### config.mk
export PLATFORM = sky130hd
export DESIGN_NAME = rf_wb_arbiter
export DESIGN_NICKNAME = d
export VERILOG_FILES = /design/src/rtl/rf_wb_arbiter.sv
export SDC_FILE = /design/constraint.sdc
export NUM_CORES = 1
export LEC_CHECK = 0
export BUFFER_PORTS_ARGS = -buffer_cell sky130_fd_sc_hd__buf_4
export CAP_MARGIN = 15
export CORE_ASPECT_RATIO = 0.75
export CORE_MARGIN = 4
export CORE_UTILIZATION = 47
export DETAILED_ROUTE_END_ITERATION = 16
export PLACE_DENSITY = 0.74
export SYNTH_ARGS = -nofsm -noshare
export SYNTH_HDL_FRONTEND = slang
export SYNTH_SLANG_ARGS = --single-unit
### constraint.sdc
create_clock -name clk -period 3.1 [get_ports clk]
set_clock_uncertainty 0.2 [all_clocks]
set_input_delay 0.465 -clock clk [delete_from_list [all_inputs] [get_ports clk]]
set_output_delay 0.465 -clock clk [all_outputs]
set_load 0.005 [all_outputs]
### src/rtl/rf_wb_arbiter.sv
// Arbitrates ALU/load writebacks onto the register-file write port and tracks pending destination writes.
// Latency: grant -> WNUM/WDATA registered at next edge -> RF commit one edge later; READY/HAZ are combinational.
// Backpressure: the conflict loser sees ready=0 and must hold; issue stalls while its destination is still pending.
module rf_wb_arbiter #(
    parameter int XLEN  = 32,
    parameter bit RR_EN = 1'b1
) (
    input  logic            clk,
    input  logic            rst_n,
    input  logic            issue_valid,
    input  logic [4:0]      issue_wnum,
    output logic            issue_ready,
    input  logic            a_valid,
    input  logic [4:0]      a_wnum,
    input  logic [XLEN-1:0] a_wdata,
    output logic            a_ready,
    input  logic            m_valid,
    input  logic [4:0]      m_wnum,
    input  logic [XLEN-1:0] m_wdata,
    output logic            m_ready,
    input  logic [4:0]      rnum1,
    input  logic [4:0]      rnum2,
    output logic            haz1,
    output logic            haz2,
    output logic [4:0]      wnum,
    output logic [XLEN-1:0] wdata
);

    // Bit 0 is kept permanently clear so x0 never reads as pending.
    logic [31:0]     pend;
    logic [31:0]     pend_next;
    logic            pref_m;
    logic            grant_a;
    logic            grant_m;
    logic [4:0]      gnt_wnum;
    logic [XLEN-1:0] gnt_wdata;

    always_comb begin
        grant_m   = m_valid && (!a_valid || !RR_EN || pref_m);
        grant_a   = a_valid && !grant_m;
        a_ready   = grant_a;
        m_ready   = grant_m;
        gnt_wnum  = grant_m ? m_wnum  : a_wnum;
        gnt_wdata = grant_m ? m_wdata : a_wdata;
    end

    // A register whose write is committing this edge may be re-reserved in the same cycle.
    assign issue_ready = (issue_wnum == 5'd0) || !pend[issue_wnum] || (wnum == issue_wnum);

    assign haz1 = (rnum1 != 5'd0) && pend[rnum1];
    assign haz2 = (rnum2 != 5'd0) && pend[rnum2];

    // Clear for the committing register first so a same-edge reissue leaves the bit set.
    always_comb begin
        pend_next = pend & ~(32'd1 << wnum);
        if (issue_valid && issue_ready && (issue_wnum != 5'd0)) begin
            pend_next[issue_wnum] = 1'b1;
        end
        pend_next[0] = 1'b0;
    end

    always_ff @(posedge clk or negedge rst_n) begin
        if (!rst_n) begin
            wnum   <= '0;
            wdata  <= '0;
            pend   <= '0;
            pref_m <= 1'b0;
        end else begin
            pend <= pend_next;
            if (grant_a || grant_m) begin
                wnum  <= gnt_wnum;
                wdata <= gnt_wdata;
            end else begin
                wnum <= '0;
            end
            // Pointer moves only on a two-way conflict, toward the side that lost.
            if (a_valid && m_valid) begin
                pref_m <= grant_a;
            end
        end
    end

    wb_target_pending: assert property (@(posedge clk) disable iff (!rst_n)
        ((grant_a || grant_m) && (gnt_wnum != 5'd0)) |-> pend[gnt_wnum]);

endmodule

[Yosys cells after proc, flatten, opt, wreduce, memory -nomap -nowiden]
Cells that the tools add are included.
Operators by class
  order comparisons: 4
  equality and inequality tests: 1
  bitwise operators: 3
  divide/modulo/power cells: 0
  multipliers: 0
  add/subtract/negate cells: 0
  shifts and indexed selects: 1
  mux-type cells: 12
  reductions and logical operators: 19
Operator list (count)
  $mux 32: 2
  $and 32x32->32: 1
  $not 32->32: 1
  $or 32x32->32: 1
  $shl 1x5->32 const A: 1
  $lt 5x6->1 const B: 3
  $bmux 1 s5: 3
  $reduce_bool 5->1: 3
  $mux 5: 2
  $logic_and 1x1->1: 8
  $demux 1 s5: 1
  $eq 5x5->1: 1
  $ge 5x1->1 const B: 1
  $logic_not 5->1: 1
  $logic_or 1x1->1: 4
  $mux 1: 4
  $logic_not 1->1: 3
Storage, ports and cells
  output and inout port bits: 42
  latch bits: 0
  bits in writable memories: 0
  bits in registers: 69
  input port bits: 94
  ROM bits: 0
  memories kept: 0
  logic and storage cells: 44

[Logic depth before layout (Yosys ltp)]
Gate-level depths: netlist of the first run.
  depth in word-level cells: 8
  gate-level depth with buffers: 8
  gate-level depth less buffers: 5

[Worst setup path after synthesis of the first run]
Ideal clock, no wire load.
  path type: input-to-output
  from: input rnum1[0]
  to: output haz1
  arrival time: 1930 ps
  data required time: 2435 ps
  path buffers: 1
  setup slack: 505 ps
  stages on the path: 4
  cells stage by stage: buf_2 > mux4_2 > mux4_2 > mux2_2
On the way
  longest elaborated chain between the ends: 3
  elaborated cells between the ends (all ways): 4
  classes of those cells: 2 x mux; 2 x reduce/logical
Ends and longest elaborated chain
  from (decl): line 21  | input logic [4:0] rnum1,
  $bmux 1 s5: line 50  | assign haz1 = (rnum1 != 5'd0) && pend[rnum1];
  $mux 1 (not written as such): line 50
  $logic_and 1x1->1 (*): line 50
  to (decl): line 23  | output logic haz1,
Every way passes the cells marked *; elsewhere a longest branch is shown, timed or not. The select of a mux whose other input is x is not followed.

[Worst setup path in the final report of the first run]
  from: register pend[13]
  to: output haz1
On the way
  longest elaborated chain between the ends: 3
Ends and longest elaborated chain
  from (decl): line 30  | logic [31:0] pend;
  from (signal assigned): line 69  | pend <= pend_next;
  $bmux 1 s5: line 50
  $mux 1 (not written as such): line 50
  $logic_and 1x1->1: line 50
Every way passes these cells. The select of a mux whose other input is x is not followed.

==> results.cfg, run 1 <==
[setup_path]
r2r-end = pend[10]
required_ns = 2.43
slowest_delay_ns = 0.50
r2r-start = pend[11]
end_kind = output port
r2r_setup_slack_ns = 0.89
worstSetupPathType = register to output port
cp_slowest_cell = mux4_2
reg2regPathDepth = 5
path_common_cell = mux4_2
cp-start-kind = register
worstPathMaxFanout = 4
cp_cell_sequence = mux4_2, mux4_2, mux2_2, buf_4
arrival_ns = 2.17

[layout]
design_area_um2 = 5670
diodes = 0
final_nets = 659
syn_to_final_growth_pct = 31.6
drive_above_1_share_pct = 33.2
n_fill_cell = 734

[grt]
grt_pass1_vias = 4171
grt_pass1_wl_um = 22700
gr-total-overflow = 0
grt_max_degree = 70
grt_use_total_pct = 26.6
antenna_found_initial = 0

[yosys]
yosys.cell_types.count = 36
ys_seq_area_share_pct = 40.1
synth_area_per_cell_um2 = 9.55
async_reset_ff_share_pct = 100
synth_warnings = 0
syn_area_um2 = 4310
synth-main-ff-cell = dfrtp_1
synth_edf_count = 0
synth_top_area_share_pct = 40.1
synth-seq-cells = 69
synthCells = 451
yosysTopAreaCell = dfrtp_1
synth_common_cells = nand2_1, dfrtp_1, o21ai_0, mux2i_1, clkbuf_1
synthTopCellsByArea = dfrtp_1, mux4_2, mux2i_1, nand2_1, o21ai_0
yosysMostFrequentCell = nand2_1
syn-num-nets = 545

[sta]
max_freq_mhz = 353
fin_crit_sh_pct = 91.3
rsz0062_at_grt = false
finalMaxSlewViolations = 0
final-setup-viol-count = 0
slew_headroom_pct = 39.4
hold_viol = 0
fin_setup_tns_ns = 0
worst_pin_slew_ns = 0.909
period_needed_ns = 2.83
whs_ns = 0.0392

[power_and_ir_drop]
peakVddDrop_uv = 387
pwr-share-clk_pct = 27.1
comb_power_share_pct = 32.9
switching_share_pct = 34.4
p_seq_share_pct = 40.0
leakage_nw = 2.51
p_sw_mw = 1.34
power_density_nw_per_um2 = 690
report.power.total_mw = 3.91
p_int_mw = 2.57

[routing]
drc = 0
wl_per_cell_um = 20.7
num_vias = 4189
via_per_inst = 6.18
drt_pass1_iterations = 5
ant_nets = 0
wirelength_um = 14000
dr.first_iter.drc_count = 550

[clock_tree]
numCtsBuffers = 9
clock_path_buffers = 2
clockRootBuffer = clkbuf_16
cts_resized = 0
htreeDepth = 3
postCtsHoldBufs = 0
clkLatencyLatePin_ns = 0.33
cts.sinks = 69
clkTransAtPathRegs_ns = 0.06
cts_tree = built
cts_setup_buffers = 0

[floorplanning]
die_area_um2 = 10800
start_util_pct = 49.7
rows = 29
die_h_um = 90.9
io_pins = 136
core_um2 = 8670
die_w_um = 119

[placed_design]
io_buffers = 135
gp_congestion = 0.922
placed_cell_area_um2 = 5360
hpwlAfterDp_um = 10000

[worst_hold_path]
hold_path.class = primary input to async pin

[outcome]
status = finished clean

[job]
drv_cap = 0
-- cells in the final DEF, fill, tap and decap left out, drive strengths merged, types with 8 or more instances in the layout --
| master | n |
|---|---|
| a31oi | 8 |
| nand3 | 20 |
| o21ai | 63 |
| a32oi | 23 |
| mux2i | 42 |
| mux4 | 21 |
| nor2 | 8 |
| buf | 143 |
| clkbuf | 11 |
| nand2 | 94 |
| dfrtp | 69 |
-- per-stage QoR --
stage          cells  utilization [%]  worst slack, ns
3_5_place_dp     662             61.8            0.358
2_1_floorplan    451                -            0.505
6_report         678             65.4            0.269
4_1_cts          678             65.4            0.259
5_1_grt          678             65.4            0.222
3_3_place_gp     662             61.8            0.412
-- state kept, by name, summed over array words and instances (netlist names) --
signal / cells
wdata: 32
pend: 31
wnum: 5
pref_m: 1
-- cells by family after synthesis --
logic type,share of synthesized area [%]
AOI/OAI and AO/OA,16.4
xor gates and xnor gates,1.22
buffers and inverters,4.42
DFF,40.1
muxes,21.8
and+or+nand+nor,16.0
-- layer usage --
layer	global-route usage, %	part of all wire [%]	vias up
met1	35.6	39	1992
met2	41.0	47	261
li1	-	-	1890
met5	0	0	-
met3	8.33	12	46
met4	9.45	2.7	0
-- worst max-delay path: cells and delay by family, from the launching register on --
kind	cells	cell delay, ns
buffers and inverters	1	0.13
muxes	3	1.25
DFF	1	0.45
-- worst max-delay path by stage --
stage / from / end / slack (ns)
after global placement: rnum2[0] / haz2 / 0.41
after detailed placement: rnum1[0] / haz1 / 0.36
after floorplan: rnum1[0] / haz1 / 0.50
final: pend[13] / haz1 / 0.27
after global routing: pend[31] / haz1 / 0.22
after CTS: pend[15] / haz1 / 0.26
-- final cells by class --
cell class	instances	area, um2	area share, %
flip-flops and latches	69	1730	30.5
well taps	108	135	2.38
clock buffers	11	253	4.46
inverters	4	15.0	0.265
clock inverters	5	58.8	1.04
multi-input cells	338	2390	42.2
repair buffers	143	1090	19.2
-- power groups by stage --
stage	registers, mW	logic, mW	clock network (mW)
final	1.56	1.29	1.06
after floorplan	1.38	0.807	0
after global placement	1.54	1.23	0
after detailed placement	1.54	1.28	0
after global routing	1.59	1.41	1.12
after CTS	1.53	1.28	1.07
Power figures use the tool's default switching activity.
==> run 2: changes to the inputs <==
CORE_UTILIZATION = 38   (was 47)
PLACE_DENSITY = 0.62   (was 0.74)
==> results.cfg, run 2 (same netlist as run 1, synthesis figures left out) <==
[placed_design]
gp_congestion = 0.929
hpwlAfterDp_um = 10400
placedCellCount = 695
dpl_worst_slack_ns = 0.379
io_buffers = 135

[grt]
gr-total-overflow = 0
grt_max_degree = 70
grt_pass1_wl_um = 22400
grt_use_total_pct = 22.2
grt_pass1_vias = 4020
antenna_found_initial = 0

[power_and_ir_drop]
report.power.total_mw = 3.89
power_density_nw_per_um2 = 683
leakage_nw = 2.51
peakVddDrop_uv = 341

[clock_tree]
cts_setup_buffers = 0
clkTransAtPathRegs_ns = 0.06
cts_tree = built
numCtsBuffers = 9
cts.sinks = 69
postCtsHoldBufs = 0
cts_resized = 0
clkLatencyLatePin_ns = 0.34
clockRootBuffer = clkbuf_16
clock_path_buffers = 2
htreeDepth = 3

[layout]
syn_to_final_growth_pct = 32.2
largest_register = wdata
n_fill_cell = 1012
biggestRegsByFlops = wdata (32), pend (31), wnum (5)
final_common_cell = buf_4
drive_above_1_share_pct = 33.1
largest_register_ff_count = 32
final_cell_mix = buf_4, nand2_1, dfrtp_1
diodes = 0
final_nets = 660
layout.cells.non_filler = 711
post-route-util_pct = 51.9

[setup_path]
required_ns = 2.43
worstPathMaxFanout = 4
slowest_delay_ns = 0.49
r2r-start = pend[10]
arrival_ns = 2.16
cp-startpoint = pend[23]
worstSetupPathType = register to output port
end_kind = output port
path_common_cell = mux4_2
cp_cell_sequence = mux4_2, mux4_2, mux2_2, buf_4
cp-start-kind = register
cp_slowest_cell = mux4_2

[floorplanning]
die_h_um = 100
start_util_pct = 39.2
die_w_um = 131
rows = 33
io_pins = 136
core_um2 = 11000
die_area_um2 = 13100

[routing]
met3_length_um = 1350
drc = 0
drt_pass1_iterations = 6
wirelength_um = 14200
wl_per_cell_um = 20.0
num_vias = 4093
ant_nets = 0
wl_met2_um = 6480
dr.first_iter.drc_count = 476
via_per_inst = 5.76
routed.top_layer = met4
m1WireLength_um = 6130

[sta]
fin_setup_tns_ns = 0
final-setup-viol-count = 0
max_freq_mhz = 354
rsz0062_at_grt = false
fin_crit_sh_pct = 91.0
hold_viol = 0
period_needed_ns = 2.82
slew_headroom_pct = 39.2
finalMaxSlewViolations = 0
worst_pin_slew_ns = 0.912
setup_ws_ns = 0.279

[job]
drv_cap = 0

[worst_hold_path]
hold_path.class = primary input to async pin

[outcome]
status = finished clean
-- run 2: where the power goes --
group,internal (mW),switching [mW]
Clock,0.647,0.411
Sequential,1.19,0.380
Combinational,0.711,0.553
Total,2.54,1.34
-- run 2: cell type report --
type | instances | area, um2 | share of cell area, %
multi-input combinational | 338 | 2390 | 42.0
sequential | 69 | 1730 | 30.3
timing repair buffer | 144 | 1080 | 19.0
clock buffer | 11 | 243 | 4.26
tap | 140 | 175 | 3.08
clock inverter | 5 | 60.1 | 1.05
inverter | 4 | 15.0 | 0.264
-- run 2: final timing paths --
| check | endpoint | slack [ns] | cells after the start |
|---|---|---|---|
| min | wdata[23] | 0.05 | 1 |
| min in group clk | wnum[1] | 0.12 | 3 |
| max in group asynchronous | wdata[11] | 2.04 | 1 |
| max | haz2 | 0.28 | 4 |
| max reg2reg | pend[5] | 0.87 | 5 |
| min reg2reg | pref_m | 0.28 | 1 |
-- run 2: stage by stage --
step	hold slack (ns)	cell area, um2
after floorplan	-0.0306	4310
after global placement	0.264	5390
after detailed placement	0.271	5390
after CTS	0.0906	5700
after global routing	0.118	5700
final	0.0459	5700
-- run 2: worst max-delay path, delay by kind of cell (launching register included) --
| kind | cells | cell delay [ns] |
|---|---|---|
| flip-flops | 1 | 0.46 |
| multiplexers | 3 | 1.22 |
| buffers and inverters | 1 | 0.13 |
-- run 2: metal layers --
layer	GRT usage (%)	vias to the layer above
li1	-	1889
met1	31.6	1982
met2	33.2	200
met3	6.01	22
met4	6.96	0
met5	0	-
==> run 3: changes to the inputs <==
CTS_BUF_LIST = sky130_fd_sc_hd__clkbuf_16   (was not set)
==> results.cfg, run 3 (same netlist as run 1, synthesis figures left out) <==
[layout]
biggestRegsByFlops = wdata (32), pend (31), wnum (5)
design_area_um2 = 5690
diodes = 0
largest_register_ff_count = 32
final_cell_mix = buf_4, nand2_1, dfrtp_1
drive_above_1_share_pct = 32.9
final_common_cell = buf_4
post-route-util_pct = 51.8
largest_register = wdata
final_nets = 660
layout.cells.non_filler = 711
syn_to_final_growth_pct = 32.0

[floorplanning]
die_w_um = 131
start_util_pct = 39.2
rows = 33
die_area_um2 = 13100
die_h_um = 100
core_um2 = 11000
io_pins = 136

[grt]
gr-total-overflow = 0
grt_use_total_pct = 22.2
grt_max_degree = 70
grt_pass1_vias = 4018
grt_pass1_wl_um = 22400
antenna_found_initial = 0

[sta]
slew_headroom_pct = 40.2
finalMaxSlewViolations = 0
worst_pin_slew_ns = 0.897
final-setup-viol-count = 0
max_freq_mhz = 354
hold_viol = 0
period_needed_ns = 2.83
rsz0062_at_grt = false
fin_crit_sh_pct = 91.2
fin_setup_tns_ns = 0

[clock_tree]
clockRootBuffer = clkbuf_16
cts_setup_buffers = 0
cts_tree = built
numCtsBuffers = 9
postCtsHoldBufs = 0
clkLatencyLatePin_ns = 0.34
cts.sinks = 69
htreeDepth = 3
clock_path_buffers = 2
clkTransAtPathRegs_ns = 0.06
cts_resized = 0

[setup_path]
required_ns = 2.43
end_kind = output port
cp-start-kind = register
worstPathMaxFanout = 4
worstSetupPathType = register to output port
arrival_ns = 2.16

[placed_design]
placedCellCount = 695
gp_congestion = 0.929
io_buffers = 135
hpwlAfterDp_um = 10400
placed_cell_area_um2 = 5390

[worst_hold_path]
hold_path.class = primary input to async pin

[routing]
num_vias = 4119
drc = 0
drt_pass1_iterations = 5
ant_nets = 0
via_per_inst = 5.79
wirelength_um = 14200
wl_per_cell_um = 20.0
dr.first_iter.drc_count = 518

[job]
drv_cap = 0

[power_and_ir_drop]
power_density_nw_per_um2 = 679
report.power.total_mw = 3.86
peakVddDrop_uv = 340
leakage_nw = 2.51

[outcome]
status = finished clean
## run 3: cell types whose count changed in the layout (fill, tap and decap cells not counted), sizes merged
cell | before | now
clkbuf | 11 | 9
clkinv | 4 | 5
inv | 3 | 4
## run 3: cell type report
| type | instances | area (um2) |
|---|---|---|
| Clock buffer | 9 | 225 |
| Clock inverter | 7 | 67.6 |
| Fill cell | 1012 | 5300 |
| Inverter | 4 | 15.0 |
| Multi-Input combinational cell | 338 | 2390 |
| Sequential cell | 69 | 1730 |
| Tap cell | 140 | 175 |
| Timing Repair Buffer | 144 | 1080 |
## run 3: final timing paths
kind	startpoint	endpoint	slack [ns]	depth (start not counted)
max	pend[23]	haz2	0.27	4
min in group clk	m_wnum[1]	wnum[1]	0.12	3
min reg2reg	pref_m	pref_m	0.28	1
max in group asynchronous	rst_n	wdata[9]	2.06	1
min	rst_n	wdata[27]	0.05	1
max reg2reg	pend[10]	pend[5]	0.87	5
## run 3: worst max-delay path, cell delays in order, from the launching register on
cell	delay, ns
dfrtp_1	0.46
mux4_2	0.50
mux4_2	0.46
mux2_2	0.27
buf_4	0.13
## run 3: metrics by stage
step	hold WS (ns)	setup slack [ns]
2_1_floorplan	-0.0306	0.505
3_3_place_gp	0.264	0.402
3_5_place_dp	0.271	0.379
4_1_cts	0.0906	0.276
5_1_grt	0.118	0.217
6_report	0.0465	0.273
## run 3: where the power goes
| part | internal, mW | switching [mW] | total, mW |
|---|---|---|---|
| clock network | 0.618 | 0.411 | 1.03 |
| registers | 1.19 | 0.379 | 1.56 |
| logic | 0.711 | 0.554 | 1.27 |
## run 3: layer usage
layer	share of wire [%]	global-route usage, %	vias to the layer above
li1	-	-	1887
met5	0	0	-
met3	9.7	6.01	25
met4	1.7	6.96	0
met1	43	31.7	1990
met2	46	33.2	217
